===== config.mk =====
export PLATFORM = sky130hd
export DESIGN_NAME = instr_fetch
export DESIGN_NICKNAME = d
export VERILOG_FILES = /design/src/rtl/instr_fetch.sv
export SDC_FILE = /design/constraint.sdc
export NUM_CORES = 1
export LEC_CHECK = 0
export CAP_MARGIN = 20
export CORE_ASPECT_RATIO = 1.75
export CORE_MARGIN = 2
export CORE_UTILIZATION = 50
export CTS_BUF_LIST = sky130_fd_sc_hd__clkbuf_8
export DETAILED_ROUTE_END_ITERATION = 10
export GPL_ROUTABILITY_DRIVEN = 0
export PLACE_DENSITY = 0.86
export SLEW_MARGIN = 20
export SYNTH_ARGS = -nofsm -noshare
export SYNTH_HDL_FRONTEND = slang
export SYNTH_SLANG_ARGS = --single-unit
export TNS_END_PERCENT = 100

===== constraint.sdc =====
create_clock -name clk -period 7.2 [get_ports clk]
set_input_delay 1.44 -clock clk [delete_from_list [all_inputs] [get_ports clk]]
set_output_delay 1.44 -clock clk [all_outputs]
set_load 0.01 [all_outputs]

===== src/rtl/instr_fetch.sv =====
// Single-outstanding instruction fetch unit: IDLE -> REQ -> HOLD handshake with branch/sequential PC.
// Optional FETCH_MISALIGN_CHK_EN halts on misaligned branch targets instead of force-aligning them.
module instr_fetch #(
  parameter int unsigned             ADDRESS_WIDTH = 32,
  parameter int unsigned             DATA_WIDTH    = 32,
  parameter logic [ADDRESS_WIDTH-1:0] RESET_PC     = '0
) (
  input  logic                     clk,
  input  logic                     rst_n,
  input  logic                     PCsrc,
  input  logic [ADDRESS_WIDTH-1:0] ImmOp,
  input  logic                     stall,
  output logic                     imem_req,
  output logic [ADDRESS_WIDTH-1:0] imem_addr,
  input  logic                     imem_ack,
  input  logic [DATA_WIDTH-1:0]    imem_rdata,
  output logic [DATA_WIDTH-1:0]    instr,
  output logic                     instr_valid,
`ifdef FETCH_MISALIGN_CHK_EN
  output logic [ADDRESS_WIDTH-1:0] PC,
  output logic                     misalign
`else
  output logic [ADDRESS_WIDTH-1:0] PC
`endif
);

  localparam logic [ADDRESS_WIDTH-1:0] PcStep = ADDRESS_WIDTH'(4);

  typedef enum logic [1:0] {
    StIdle,
    StReq,
`ifdef FETCH_MISALIGN_CHK_EN
    StHold,
    StHalt
`else
    StHold
`endif
  } state_e;

  state_e                   state_q, state_d;
  logic [ADDRESS_WIDTH-1:0] pc_q, pc_d;
  logic [DATA_WIDTH-1:0]    instr_q, instr_d;
  logic [ADDRESS_WIDTH-1:0] raw_target;
  logic [ADDRESS_WIDTH-1:0] target;

  // All arithmetic wraps naturally at ADDRESS_WIDTH bits.
  assign raw_target = pc_q + ImmOp;

`ifdef FETCH_MISALIGN_CHK_EN
  logic misalign_q, misalign_d;
  assign target   = raw_target;
  assign misalign = misalign_q;
`else
  localparam logic [ADDRESS_WIDTH-1:0] AlignMask = ~ADDRESS_WIDTH'(3);
  assign target = raw_target & AlignMask;
`endif

  always_comb begin
    state_d = state_q;
    pc_d    = pc_q;
    instr_d = instr_q;
`ifdef FETCH_MISALIGN_CHK_EN
    misalign_d = misalign_q;
`endif
    unique case (state_q)
      StIdle: state_d = StReq;
      StReq: begin
        if (imem_ack) begin
          instr_d = imem_rdata;
          state_d = StHold;
        end
      end
      StHold: begin
        // Branch inputs are only meaningful in the consume cycle.
        if (!stall) begin
          state_d = StReq;
          if (PCsrc) begin
            pc_d = target;
`ifdef FETCH_MISALIGN_CHK_EN
            if (target[1:0] != 2'b00) begin
              misalign_d = 1'b1;
              state_d    = StHalt;
            end
`endif
          end else begin
            pc_d = pc_q + PcStep;
          end
        end
      end
`ifdef FETCH_MISALIGN_CHK_EN
      StHalt: state_d = StHalt;
`endif
      default: state_d = StIdle;
    endcase
  end

  always_ff @(posedge clk) begin
    if (!rst_n) begin
      state_q <= StIdle;
      pc_q    <= RESET_PC;
      instr_q <= '0;
`ifdef FETCH_MISALIGN_CHK_EN
      misalign_q <= 1'b0;
`endif
    end else begin
      state_q <= state_d;
      pc_q    <= pc_d;
      instr_q <= instr_d;
`ifdef FETCH_MISALIGN_CHK_EN
      misalign_q <= misalign_d;
`endif
    end
  end

  assign imem_req    = (state_q == StReq);
  assign imem_addr   = pc_q;
  assign instr       = instr_q;
  assign instr_valid = (state_q == StHold);
  assign PC          = pc_q;

endmodule


# --- Word-level counts from Yosys, hierarchy flattened ---
# Cells that the tools add are included.
classes:
  n_addsub: 2
  eq_ne: 4
  n_mux: 4
  bitwise: 1
  reduce_logical: 4
ops:
  columns: ["cell", "n"]
  rows:
  - ["32-bit by 3-bit adder with 32-bit output (second input constant)", 1]
  - ["32-bit adder", 1]
  - ["32-bit two-way mux", 1]
  - ["2-bit case mux with 3 select lines", 1]
  - ["2-bit AND reduction", 3]
  - ["2-bit two-way mux", 2]
  - ["2-bit by 1-bit == test with 1-bit output (second input constant)", 1]
  - ["2-bit == test (second input constant)", 1]
  - ["2-bit zero test", 1]
  - ["2-bit by 1-bit != test with 1-bit output (second input constant)", 1]
  - ["2-bit != test (second input constant)", 1]
  - ["1-bit inverter", 1]
totals:
  regBits: 66
  inputBits: 69
  output_inout_bits: 98
  wordCells: 18

# --- Logic depth before layout (Yosys ltp) ---
logic_depth:
  ltp_word: 3
  depth_mapped: 10
  mapped_depth_nobuf: 9

# --- Worst setup path before layout ---
# No wires, ideal clock.
synth_path:
  path_kind: "input -> register"
  from: "input ImmOp[7]"
  to: "register pc_q[31], in the netlist PC[31]"
  setup_ns: 0.129
  t_arrival_ns: 3.366
  t_required_ns: 7.071
  slack_ns: 3.705
  cell_stages: 9
  path_buffers: 0
  path_cell_list: "ha_1 > a21o_1 > o2bb2ai_1 > a21o_1 > a211o_1 > a31o_4 > a2111oi_4 > nor4_1 > mux2i_1"
synth_between:
  elab_chain_len: 2
synth_lines:
  columns: ["item", "line_no", "source"]
  rows:
  - ["start, declared", "11", "input logic [ADDRESS_WIDTH-1:0] ImmOp,"]
  - ["32-bit adder", "47", "assign raw_target = pc_q + ImmOp;"]
  - ["32-bit two-way mux", "77", "if (PCsrc) begin"]
  - ["end signal, assigned", "107", "pc_q <= pc_d;"]
  - ["end, declared", "41", "logic [ADDRESS_WIDTH-1:0] pc_q, pc_d;"]
# Every way passes these cells.
# A chain may end at the register's enable or synchronous reset.

# --- Worst setup path in the final report ---
layout_path:
  from: "input stall"
  to: "register pc_q[31], in the netlist PC[31]"
layout_between:
  elab_chain_len: 2
layout_lines:
  columns: ["item", "line_no", "source"]
  rows:
  - ["start, declared", "12", "input logic stall,"]
  - ["1-bit inverter (no source line)", null, null]
  - ["2-bit AND reduction (no source line)", null, null]
# Every way passes these cells.

==> results.json <==
{
  "rsz0062_at_grt": "false",
  "clock_latency_ns": 0.35,
  "final.min_clock_period_ns": 4.16,
  "layout.cells.non_filler": 857,
  "setup_violations": 0,
  "finalSetupTns_ns": 0,
  "crit_chain": "clkdlybuf4s50_1 -> nand2b_1 -> nor2_1 -> and3_1 -> and3_1 -> nor4_1 -> mux2i_1",
  "cpMaxStageDelayCell": "nand2b_1",
  "cts_resized": 0,
  "timing.critical_path.slowest_cell_delay_ns": 0.85,
  "cpMostUsedCell": "and3_1",
  "cp_data_arrival_time_ns": 4.44,
  "cts.sinks": 64,
  "final.setup_skew_ns": 0.00828,
  "synth_edf_count": 0,
  "gr-usage-met1_pct": 27.5,
  "ys.flop_type": "dfxtp_1",
  "post_drt_wl_per_cell_um": 16.1,
  "maxCapViolCount": 0,
  "crit_fanout": 28,
  "ys_ff_latch": 64,
  "design_area_um2": 6200,
  "p_leak_nw": 2.45,
  "hold_buffers": 0,
  "routed_wl_um": 13800,
  "worstMarginPinSlew_ns": 1.09,
  "start_util_pct": 50.9,
  "busiest_layer": "met2",
  "grt_overflow_total": 0,
  "yosysWarnings": 0,
  "use_met2_pct": 53.1,
  "drt_pre_antenna_iters": 7,
  "cts_max_level": 3,
  "ys_top_cells_by_area": "dfxtp_1, a21oi_1, ha_1",
  "core_area_um2": 8920,
  "async_flop_share_pct": 0,
  "first_iter_violations": 377,
  "grt_pass1_wl_um": 22300,
  "rows": 46,
  "synth_top_cells_by_count": "nand2_1, a21oi_1, dfxtp_1, nor2_1, o21ai_0",
  "cts_root_buffer": "clkbuf_8",
  "finalCritPeriodShare_pct": 57.7,
  "post_cts_buffers": 0,
  "cts_buffers": 9,
  "power_density_nw_per_um2": 146,
  "grt_pass1_vias": 4909,
  "die_w_um": 76.1,
  "place_hpwl_um": 10200,
  "ant_nets": 0,
  "hp-class": "reg -> reg",
  "holdWs_ns": 0.456,
  "drc": 0,
  "synth_cell_types": 55,
  "hold_viol_final": 0,
  "antenna_found_initial": 0,
  "ir_drop_mv": 0.130,
  "fmax_mhz": 241,
  "clk_path_buf_depth": 2,
  "yosys.area.top_type": "dfxtp_1",
  "die_area_um2": 9890,
  "cts_tree": "done",
  "pin_count": 167,
  "diodes": 0,
  "placed_cells": 841,
  "fin_nets": 831,
  "start_kind": "input port",
  "ys_seq_area_share_pct": 28.2,
  "syn_avg_cell_area_um2": 7.34,
  "netlist_instances": 619,
  "worstPathRequired_ns": 7.48,
  "grtUsageMet3_pct": 6.71,
  "area_delta_synth_final_pct": 36.4,
  "slew_viol_final": 0,
  "path_class": "in -> reg",
  "grt_max_degree": 47,
  "synth_top_cell_area_share_pct": 28.2,
  "die_h_um": 130,
  "slew_headroom_pct": 27.4,
  "cp_top_family": "simple AND/OR/NAND/NOR gates",
  "vias": 5044,
  "via_per_inst": 5.89,
  "path_buf_inv": 1,
  "syn_area_um2": 4540,
  "place_area_um2": 5960,
  "track_usage_pct": 27.4,
  "yosysMostFrequentCell": "nand2_1",
  "end_kind": "flip-flop",
  "drive_gt1_share_pct": 3.80,
  "outcome": "finished clean",
  "clkTransAtPathRegs_ns": 0.07,
  "portBuffers": 160
}
==> cell families after synthesis <==
kind of cell | Yosys count | share of synthesized area (%)
simple gates | 225 | 23.1
compound gates | 205 | 27.2
buf+inv | 72 | 8.81
flops | 64 | 28.2
fa+ha+maj | 30 | 8.26
xor+xnor | 18 | 3.47
mux | 4 | 0.881
other cells | 1 | 0.0825
==> report_power, final <==
group          switching (mW)  leakage (nW)  internal (mW)
registers              0.0102         0.519          0.366
clock network           0.162         0.114          0.199
logic                  0.0805          1.82         0.0872
total                   0.252          2.45          0.652
==> path summary, 6_finish.rpt <==
check | from | end | slack, ns | depth (start not counted)
max | stall | PC[31]$_SDFFE_PN0P_ | 3.04 | 7
min | instr[12]$_SDFFE_PN0P_ | instr[12]$_SDFFE_PN0P_ | 0.46 | 2
max reg2reg | state_q[1]$_SDFFE_PN0P_ | PC[31]$_SDFFE_PN0P_ | 4.08 | 7
min reg2reg | instr[12]$_SDFFE_PN0P_ | instr[12]$_SDFFE_PN0P_ | 0.46 | 2
==> registers in the layout, indices dropped and copies added, names as in the netlist <==
signal,cells
state_q,2
instr,32
PC,30
==> layout make-up <==
class                      instances  area, µm²
fill                             717       2720
sequential                        64       1280
clock inverter                     7        104
clock buffer                       9        124
timing repair buffer             164       1630
tap                              120        150
multi-input combinational        486       2880
inverter                           7       26.3
==> layer usage <==
metal  routed length [µm]  vias to the layer above
met4                  412                        0
met2                 7370                      263
met3                 1050                       45
li1                     -                     2413
met5                    0                        -
met1                 4930                     2323
==> layout by cell type (no fill, tap or decap), types with 5 or more instances in the layout <==
cell,count
a21o_1,14
a21oi_1,99
a31oi_1,12
and3_1,13
and4_1,7
clkbuf_8,9
clkdlybuf4s50_1,160
dfxtp_1,64
ha_1,30
inv_1,6
nand2_1,100
nand3_1,19
nand4_1,8
nor2_1,44
nor2b_1,6
nor3_1,7
o211ai_1,7
o21ai_0,40
or3_1,5
xnor2_1,10
xor2_1,8
==> metrics by stage <==
stage	total power [mW]	setup slack, ns	util (%)
floorplan	0.469	3.71	-
global placement	0.544	2.78	66.9
detailed placement	0.549	2.75	66.9
CTS	0.909	3.09	69.4
global route	0.943	2.83	69.5
finish	0.904	3.04	69.5
==> worst min-delay path: cells and delay by family, from the launching register on <==
family,cells,cell delay [ns]
compound gates,1,0.05
flops,1,0.31
simple gates,1,0.05
No activity file was read; power rests on OpenSTA's default activity.
